<file path="src/rtl/fb_access_arbiter.sv">
// Single-port framebuffer RAM sequencer: display prefetch FIFO with urgency priority, two round-robin paint writers.
// Define ARB_PERF_CNT_EN to add the wr_stall_cnt writer-stall counter output.

module fb_access_arbiter #(
  parameter int ADDR_W     = 19,
  parameter int DATA_W     = 8,
  parameter int NPIX       = 307200,
  parameter int FIFO_DEPTH = 8,
  parameter int URGENT_LVL = 3
) (
  input  logic              clk,
  input  logic              rst_n,
  input  logic              frame_start,
  input  logic              disp_pop,
  output logic [DATA_W-1:0] disp_data,
  output logic              disp_valid,
  output logic              disp_underrun,
  input  logic              wr0_req,
  input  logic [ADDR_W-1:0] wr0_addr,
  input  logic [DATA_W-1:0] wr0_data,
  input  logic              wr1_req,
  input  logic [ADDR_W-1:0] wr1_addr,
  input  logic [DATA_W-1:0] wr1_data,
  output logic              wr0_gnt,
  output logic              wr1_gnt,
  output logic              mem_en,
  output logic              mem_we,
  output logic [ADDR_W-1:0] mem_addr,
  output logic [DATA_W-1:0] mem_wdata,
  input  logic [DATA_W-1:0] mem_rdata
`ifdef ARB_PERF_CNT_EN
  ,
  output logic [15:0]       wr_stall_cnt
`endif
);

  localparam int PTR_W = $clog2(FIFO_DEPTH);
  localparam int CNT_W = PTR_W + 1;
  localparam int LVL_W = CNT_W + 1;
  localparam logic [LVL_W-1:0]  URGENT_L  = LVL_W'(URGENT_LVL);
  localparam logic [LVL_W-1:0]  DEPTH_L   = LVL_W'(FIFO_DEPTH);
  localparam logic [ADDR_W-1:0] LAST_ADDR = ADDR_W'(NPIX - 1);

  typedef enum logic {ST_RUN = 1'b0, ST_FLUSH = 1'b1} state_e;

  state_e            state_q;
  logic              flush_cnt_q;
  logic [ADDR_W-1:0] fetch_addr_q;
  logic              rr_q;
  logic [DATA_W-1:0] fifo_mem [FIFO_DEPTH];
  logic [PTR_W-1:0]  wr_ptr_q;
  logic [PTR_W-1:0]  rd_ptr_q;
  logic [CNT_W-1:0]  count_q;
  logic              rd_ret_q;
  logic              underrun_q;
  logic              mem_en_q;
  logic              mem_we_q;
  logic [ADDR_W-1:0] mem_addr_q;
  logic [DATA_W-1:0] mem_wdata_q;
  logic              gnt0_q;
  logic              gnt1_q;

  logic              run_ok;
  logic              elig0;
  logic              elig1;
  logic              do_read;
  logic              grant0;
  logic              grant1;
  logic              rr_d;
  logic              push;
  logic              pop_ok;
  logic              pop_empty;
  logic [LVL_W-1:0]  level;

  // Reads still in the RAM pipe count toward the level so the FIFO can never overflow.
  assign run_ok    = (state_q == ST_RUN) && !frame_start;
  assign level     = LVL_W'(count_q) + LVL_W'(mem_en_q & ~mem_we_q) + LVL_W'(rd_ret_q);
  assign elig0     = wr0_req && !gnt0_q;
  assign elig1     = wr1_req && !gnt1_q;
  assign push      = rd_ret_q && run_ok;
  assign pop_ok    = disp_pop && (count_q != '0) && !frame_start;
  assign pop_empty = disp_pop && (count_q == '0) && !frame_start;

  always_comb begin
    // NOTE: every output of this block gets a default first, so no path can infer a latch.
    do_read = 1'b0;
    grant0  = 1'b0;
    grant1  = 1'b0;
    rr_d    = rr_q;
    if (run_ok && level <= URGENT_L) begin
      do_read = 1'b1;
    end else if (elig0 && elig1) begin
      grant0 = !rr_q;
      grant1 = rr_q;
      rr_d   = !rr_q;
    end else if (elig0) begin
      grant0 = 1'b1;
    end else if (elig1) begin
      grant1 = 1'b1;
    end else if (run_ok && level < DEPTH_L) begin
      do_read = 1'b1;
    end
  end

  always_ff @(posedge clk or negedge rst_n) begin
    // NOTE: sequential state uses non-blocking assignments so every register samples pre-edge values.
    if (!rst_n) begin
      state_q      <= ST_RUN;
      flush_cnt_q  <= 1'b0;
      fetch_addr_q <= '0;
      rr_q         <= 1'b0;
      wr_ptr_q     <= '0;
      rd_ptr_q     <= '0;
      count_q      <= '0;
      rd_ret_q     <= 1'b0;
      underrun_q   <= 1'b0;
      mem_en_q     <= 1'b0;
      mem_we_q     <= 1'b0;
      mem_addr_q   <= '0;
      mem_wdata_q  <= '0;
      gnt0_q       <= 1'b0;
      gnt1_q       <= 1'b0;
    end else begin
      rd_ret_q    <= mem_en_q & ~mem_we_q;
      rr_q        <= rr_d;
      gnt0_q      <= grant0;
      gnt1_q      <= grant1;
      mem_en_q    <= do_read | grant0 | grant1;
      mem_we_q    <= grant0 | grant1;
      mem_addr_q  <= grant0 ? wr0_addr : grant1 ? wr1_addr : do_read ? fetch_addr_q : '0;
      mem_wdata_q <= grant0 ? wr0_data : grant1 ? wr1_data : '0;

      if (frame_start) begin
        state_q      <= ST_FLUSH;
        flush_cnt_q  <= 1'b0;
        fetch_addr_q <= '0;
        wr_ptr_q     <= '0;
        rd_ptr_q     <= '0;
        count_q      <= '0;
        underrun_q   <= 1'b0;
      end else begin
        if (state_q == ST_FLUSH) begin
          if (flush_cnt_q) state_q <= ST_RUN;
          flush_cnt_q <= 1'b1;
        end
        if (do_read) fetch_addr_q <= (fetch_addr_q == LAST_ADDR) ? '0 : fetch_addr_q + 1'b1;
        if (push)    wr_ptr_q <= wr_ptr_q + 1'b1;
        if (pop_ok)  rd_ptr_q <= rd_ptr_q + 1'b1;
        if (push && !pop_ok)      count_q <= count_q + 1'b1;
        else if (!push && pop_ok) count_q <= count_q - 1'b1;
        if (pop_empty) underrun_q <= 1'b1;
      end
    end
  end

  // NOTE: FIFO storage is deliberately not reset; disp_data is masked to 0 while the FIFO is empty.
  always_ff @(posedge clk) begin
    if (push) fifo_mem[wr_ptr_q] <= mem_rdata;
  end

  assign disp_valid    = (count_q != '0);
  assign disp_data     = disp_valid ? fifo_mem[rd_ptr_q] : '0;
  assign disp_underrun = underrun_q;
  assign wr0_gnt       = gnt0_q;
  assign wr1_gnt       = gnt1_q;
  assign mem_en        = mem_en_q;
  assign mem_we        = mem_we_q;
  assign mem_addr      = mem_addr_q;
  assign mem_wdata     = mem_wdata_q;

`ifdef ARB_PERF_CNT_EN
  logic [15:0] stall_cnt_q;

  always_ff @(posedge clk or negedge rst_n) begin
    if (!rst_n) begin
      stall_cnt_q <= '0;
    end else if (frame_start) begin
      stall_cnt_q <= '0;
    end else if ((wr0_req || wr1_req) && !(grant0 || grant1) && stall_cnt_q != 16'hFFFF) begin
      stall_cnt_q <= stall_cnt_q + 16'd1;
    end
  end

  assign wr_stall_cnt = stall_cnt_q;
`endif

endmodule

</file>
<file path="config.mk">
export PLATFORM = sky130hd
export DESIGN_NAME = fb_access_arbiter
export DESIGN_NICKNAME = d
export VERILOG_FILES = /design/src/rtl/fb_access_arbiter.sv
export SDC_FILE = /design/constraint.sdc
export NUM_CORES = 1
export LEC_CHECK = 0
export CORE_UTILIZATION = 25
export DETAILED_ROUTE_END_ITERATION = 16
export SYNTH_ARGS = -nofsm -noshare
export SYNTH_HDL_FRONTEND = slang
export SYNTH_SLANG_ARGS = --single-unit
</file>
<file path="constraint.sdc">
create_clock -name clk -period 2.5 [get_ports clk]
set_clock_uncertainty 0.2 [all_clocks]
set_input_delay 0.5 -clock clk [delete_from_list [all_inputs] [get_ports clk]]
set_output_delay 0.5 -clock clk [all_outputs]
set_load 0.01 [all_outputs]
</file>
After elaboration in Yosys (flattened, before gate mapping)
Memories as Yosys holds them, arrays and structs flattened.
Cells that the tools add are included.
Word-level totals
  register bits after elaboration: 65
  bits in latches: 0
  memory bits (writable): 64
  memory bits (read-only): 0
  input bits: 68
  output and inout port bits: 41
  word-level logic and storage cells: 100
  memories: 1
Memories
  fifo_mem: words 8, width 8, rd ports 1, clocked after Yosys merged registers in 0, wr ports 1, RTL line 50  | logic [DATA_W-1:0] fifo_mem [FIFO_DEPTH];
Operators by class
  add/sub/neg operators: 7
  multipliers: 0
  div/mod/pow operators: 0
  magnitude comparators: 2
  equality and inequality tests: 1
  shift-type cells: 0
  multiplexer cells: 37
  bitwise logic cells: 9
  reduce and logical (&&, ||, !) cells: 28
Operator list (count)
  two-way mux 19 bit: 6
  two-way mux 8 bit: 3
  two-way mux 1 bit: 21
  adder 19 x 1 -> 19 bit, second input constant: 1
  == test 19 bit, second input constant: 1
  logical AND 1 bit: 13
  two-way mux 3 bit: 4
  two-way mux 4 bit: 3
  nonzero test 2 bit: 5
  adder 3 x 1 -> 3 bit, second input constant: 2
  logical NOT 1 bit: 6
  adder 4 x 5 -> 5 bit: 1
  adder 5 x 1 -> 5 bit: 1
  bitwise AND 1 x 5 -> 5 bit: 1
  less-or-equal comparator 5 x 2 -> 1 bit, second input constant: 1
  < comparator 5 x 4 -> 1 bit, second input constant: 1
  NOT 1 -> 5 bit: 1
  adder 4 x 1 -> 4 bit, second input constant: 1
  logical NOT 4 bit: 1
  nonzero test 4 bit: 1
  subtractor 4 x 1 -> 4 bit, second input constant: 1
  NOT 1 bit: 3
  bitwise OR 1 bit: 3
  nonzero test 3 bit: 1
  other kinds (2): 2

Longest topological paths before layout
  depth after elaboration: 14
  mapped depth: 10
  gate-level depth less buffers: 8

Least setup slack after synthesis
Ideal clock, no wire load.
  path type: input -> register
  from: input port frame_start
  to: register count_q[3]
  library setup time: 0.083 ns
  arrival time: 2.413 ns
  data required time: 2.217 ns
  slack: -0.196 ns
  stages on the path: 10
  cell sequence: clkbuf_1 -> nor3b_1 -> clkbuf_1 -> nand2_1 -> ha_1 -> a21oi_1 -> nand2_1 -> mux2i_1 -> o31a_1 -> o21ai_0
Between the ends
  word-level cells in the longest chain between the ends: 6
RTL lines
  start, declared: RTL line 13  | input logic frame_start,
  logical NOT 1 bit: RTL line 76, 81
  logical AND 1 bit (on tied branches): RTL line 76, 81
  logical AND 1 bit / logical NOT 1 bit (equally long branches): RTL line 80, 149
  logical AND 1 bit / logical NOT 1 bit (equally long branches): RTL line 149, 150
  two-way mux 4 bit / logical AND 1 bit (equally long branches): RTL line 149, 150
  two-way mux 4 bit / nonzero test 3 bit (equally long branches)
  end signal, assigned: RTL line 149  | if (push && !pop_ok) count_q <= count_q + 1'b1;
  end signal, assigned: RTL line 150  | else if (!push && pop_ok) count_q <= count_q - 1'b1;
  end, declared: RTL line 53  | logic [CNT_W-1:0] count_q;
Parallel ways exist; a longest one is shown, timed or not.
A chain may end at the register's enable or synchronous reset.

Worst setup path after layout
  from: register mem_en_q, in the netlist mem_en
  to: register fetch_addr_q[17]
Between the ends
  word-level cells in the longest chain between the ends: 11
RTL lines
  start, declared: RTL line 56  | logic mem_en_q;
  start signal, assigned: RTL line 128  | mem_en_q <= do_read | grant0 | grant1;
  bitwise AND 1 x 5 -> 5 bit (*): RTL line 77  | assign level = LVL_W'(count_q) + LVL_W'(mem_en_q & ~mem_we_q) + LVL_W'(rd_ret_q);
  adder 4 x 5 -> 5 bit (*): RTL line 77
  adder 5 x 1 -> 5 bit (*): RTL line 77
  < comparator 5 x 4 -> 1 bit: RTL line 100  | end else if (run_ok && level < DEPTH_L) begin
  logical AND 1 bit: RTL line 100
  two-way mux 1 bit: RTL line 100
  two-way mux 1 bit: RTL line 98  | end else if (elig1) begin
  two-way mux 1 bit: RTL line 96  | end else if (elig0) begin
  two-way mux 1 bit: RTL line 92  | end else if (elig0 && elig1) begin
  two-way mux 1 bit (*): RTL line 90  | if (run_ok && level <= URGENT_L) begin
  nonzero test 2 bit (no line) (*)
  end signal, assigned: RTL line 146  | if (do_read) fetch_addr_q <= (fetch_addr_q == LAST_ADDR) ? '0 : fetch_addr_q + 1'b1;
  end, declared: RTL line 48  | logic [ADDR_W-1:0] fetch_addr_q;
Mark *: on every way between the ends. The rest lies on a longest branch, timed or not.

==> metrics.yaml <==
run_status:
  status: "complete, but fails checks"
  violations: "setup timing"
power:
  p_per_area_mw_per_mm2: 916.5
  irDropWorstVdd_uv: 456.4
  p_leak_nw: 3.382
  p_total_mw: 7.952
critical_path:
  cp_max_fo: 5
  critical_path.most_common_cell: "buf_4"
  path_buf_inv: 2
  crit_path_cell_trace: "nor2b_4 > fa_2 > ha_4 > buf_4 > nand2b_4 > mux2i_4 > buf_4 > a31oi_4 > or4_4 > a21oi_2"
  slowest_delay_ps: 520
  cp-start-kind: "flip-flop"
  critPathArrivalTime_ps: 2950
  critPathTopFamily: "simple AND/OR/NAND/NOR gates"
  worst-setup-path-type: "reg -> reg"
  cp_slowest_cell: "or4_4"
  critPathCaptureType: "flip-flop"
  critical_path_required_ps: 2650
placed_design:
  dp_hpwl_mm: 10.39
  place.gp.congestion: 0.8334
  port-buffer-count: 108
floorplan:
  fp.dieArea_mm2: 0.02373
  die_h_um: 154.0
  io_pins: 109
  num_rows: 55
  start_util: 0.2553
  die_x_um: 154.0
  core_mm2: 0.02264
final_layout:
  fin_util: 0.3833
  layout_common_cells: "98 x clkdlybuf4s50_1, 64 x edfxtp_1, 63 x dfrtp_1, 50 x buf_4"
  regArea_mm2: 0.003551
  layout.nets: 681
  syn_to_final_growth_pct: 50.14
  final_common_cell: "clkdlybuf4s50_1"
  multi_input_comb_area_mm2: 0.002317
  layout-drive-gt1-share: 0.3301
  fill_cells: 2088
  diodes: 0
sta:
  setup_violations: 56
  period_minus_slack_ps: 2803
  hold_violations: 0
  slew_viol_final: 0
  fmax_mhz: 356.7
  rsz0062_at_grt: "yes"
  tns_ps: -8527
  period_share: 1.121
  slew_headroom: 0.5220
  tightest_slew_ps: 709.5
  setup_ws_ps: -303.2
grt:
  track_usage: 0.1415
  antenna_found_initial: 0
  gr-total-overflow: 0
  grt_max_degree: 66
  grt_pass1_wl_mm: 25.66
  grt_pass1_vias: 4629
detailed_routing:
  drtPass1Iterations: 7
  top_layer_used: "met4"
  wl_met3_um: 666
  wl_met2_mm: 8.372
  first_iter_violations: 336
  drt-total-wl_mm: 16.16
  route.detailed.drc: 0
  vias: 4314
  viasPerCell: 4.777
  wl_per_cell_um: 17.89
  wl_met1_mm: 6.826
  ant_nets: 0
clock_network:
  clk_latency_ps: 420
  cts_tree: "yes"
  path_clk_slew_ps: 60
  clock_path_buffers: 2
  htreeDepth: 4
  cts-root-buf: "clkbuf_16"
  cts.sinks: 129
  numCtsBuffers: 17
min_path:
  min_path_type: "reg -> reg"
yosys:
  synth_warnings: 0
  yosysSeqAreaShare: 0.6140
  syn-num-nets: 495
  syn_inst: 419
  ys_ff_latch: 129
  synth_area_mm2: 0.005779
  synth_ff_type: "dfrtp_1"
  async_reset_ff_frac: 0.5039
  synth_edf_count: 64
  avgSynthCellArea_um2: 13.79
  synth_cell_type_count: 61
flow_run:
  maxCapViolCount: 0
-- synthesized netlist by cell type, types with 9 or more instances --
| library cell | instances | area [µm²] |
|---|---|---|
| clkbuf_1 | 10 | 37.54 |
| mux2i_1 | 9 | 90.09 |
| edfxtp_1 | 64 | 1922 |
| a21oi_1 | 21 | 105.1 |
| nor2_1 | 27 | 101.4 |
| inv_1 | 27 | 101.4 |
| a222oi_1 | 19 | 190.2 |
| nand2_1 | 22 | 82.58 |
| o21ai_0 | 11 | 55.05 |
| nand3_1 | 14 | 70.07 |
| mux4_2 | 16 | 360.4 |
| dfrtp_1 | 65 | 1627 |
-- per-layer routing --
layer / vias to the layer above / global-route usage
li1: 1985 / -
met1: 2186 / 0.1775
met2: 119 / 0.2431
met3: 24 / 0.02198
met4: 0 / 0.05714
met5: - / 0
-- logic make-up (layout without fill, tap and decap cells) --
family	count (synthesis)	count (layout)	share of synthesized area
xor+xnor	7	7	0.01191
fa+ha+maj	8	8	0.01992
flops	129	129	0.6140
simple gates	118	119	0.1212
compound gates	81	83	0.1098
buf+inv	49	245	0.03940
mux	27	27	0.08379
-- area by class of cell --
| class | count | share of cell area |
|---|---|---|
| clock buffer | 17 | 0.04903 |
| clock inverter | 15 | 0.01615 |
| inverter | 27 | 0.01168 |
| multi-input combinational | 244 | 0.2671 |
| sequential | 129 | 0.4092 |
| tap | 285 | 0.04110 |
| timing repair buffer | 186 | 0.2058 |
-- per-stage QoR --
stage | cell area, µm² | worst slack, ps | hold slack (ps) | std cells
CTS | 8481 | -239.0 | 304.4 | 896
global placement | 7540 | -264.1 | 288.0 | 837
floorplan | 5837 | -117.0 | 4.409 | 419
detailed placement | 7540 | -306.3 | 299.6 | 837
finish | 8677 | -303.2 | 298.9 | 903
global route | 8677 | -385.2 | 304.5 | 903
-- sequential cells by signal (all words and copies together), names as in the netlist, 3 cells and up --
signal        count
fifo_mem         64
rd_ptr_q          3
count_q           4
wr_ptr_q          3
mem_wdata         8
mem_addr         19
fetch_addr_q     19
-- path summary, 6_finish.rpt --
path | startpoint | to | slack (ps) | depth (start not counted)
setup / recovery | mem_en | fetch_addr_q[17] | -300 | 10
hold / removal | mem_we | rd_ret_q | 300 | 1
setup reg to reg | mem_en | fetch_addr_q[17] | -300 | 10
hold reg to reg | mem_we | rd_ret_q | 300 | 1
max in group asynchronous | rst_n | rd_ptr_q[0] | 1350 | 3
min in group asynchronous | rst_n | mem_addr[6] | 410 | 3
-- report_power, final --
part           internal [mW]  switching [mW]
clock network           1.32            1.07
registers               2.44           0.195
logic                   1.62            1.32
total                   5.37            2.58
-- what timing repair did --
item                                    4_1_cts  5_1_grt
endpoints found under the setup margin       56       60
gates resized for setup                      65       45
endpoints found under the hold margin        65        0
buffers inserted                             22        9
hold buffers                                  1        0
gates cloned                                  4        0
pin swaps                                    22       33
No activity file was read; power rests on OpenSTA's default activity.
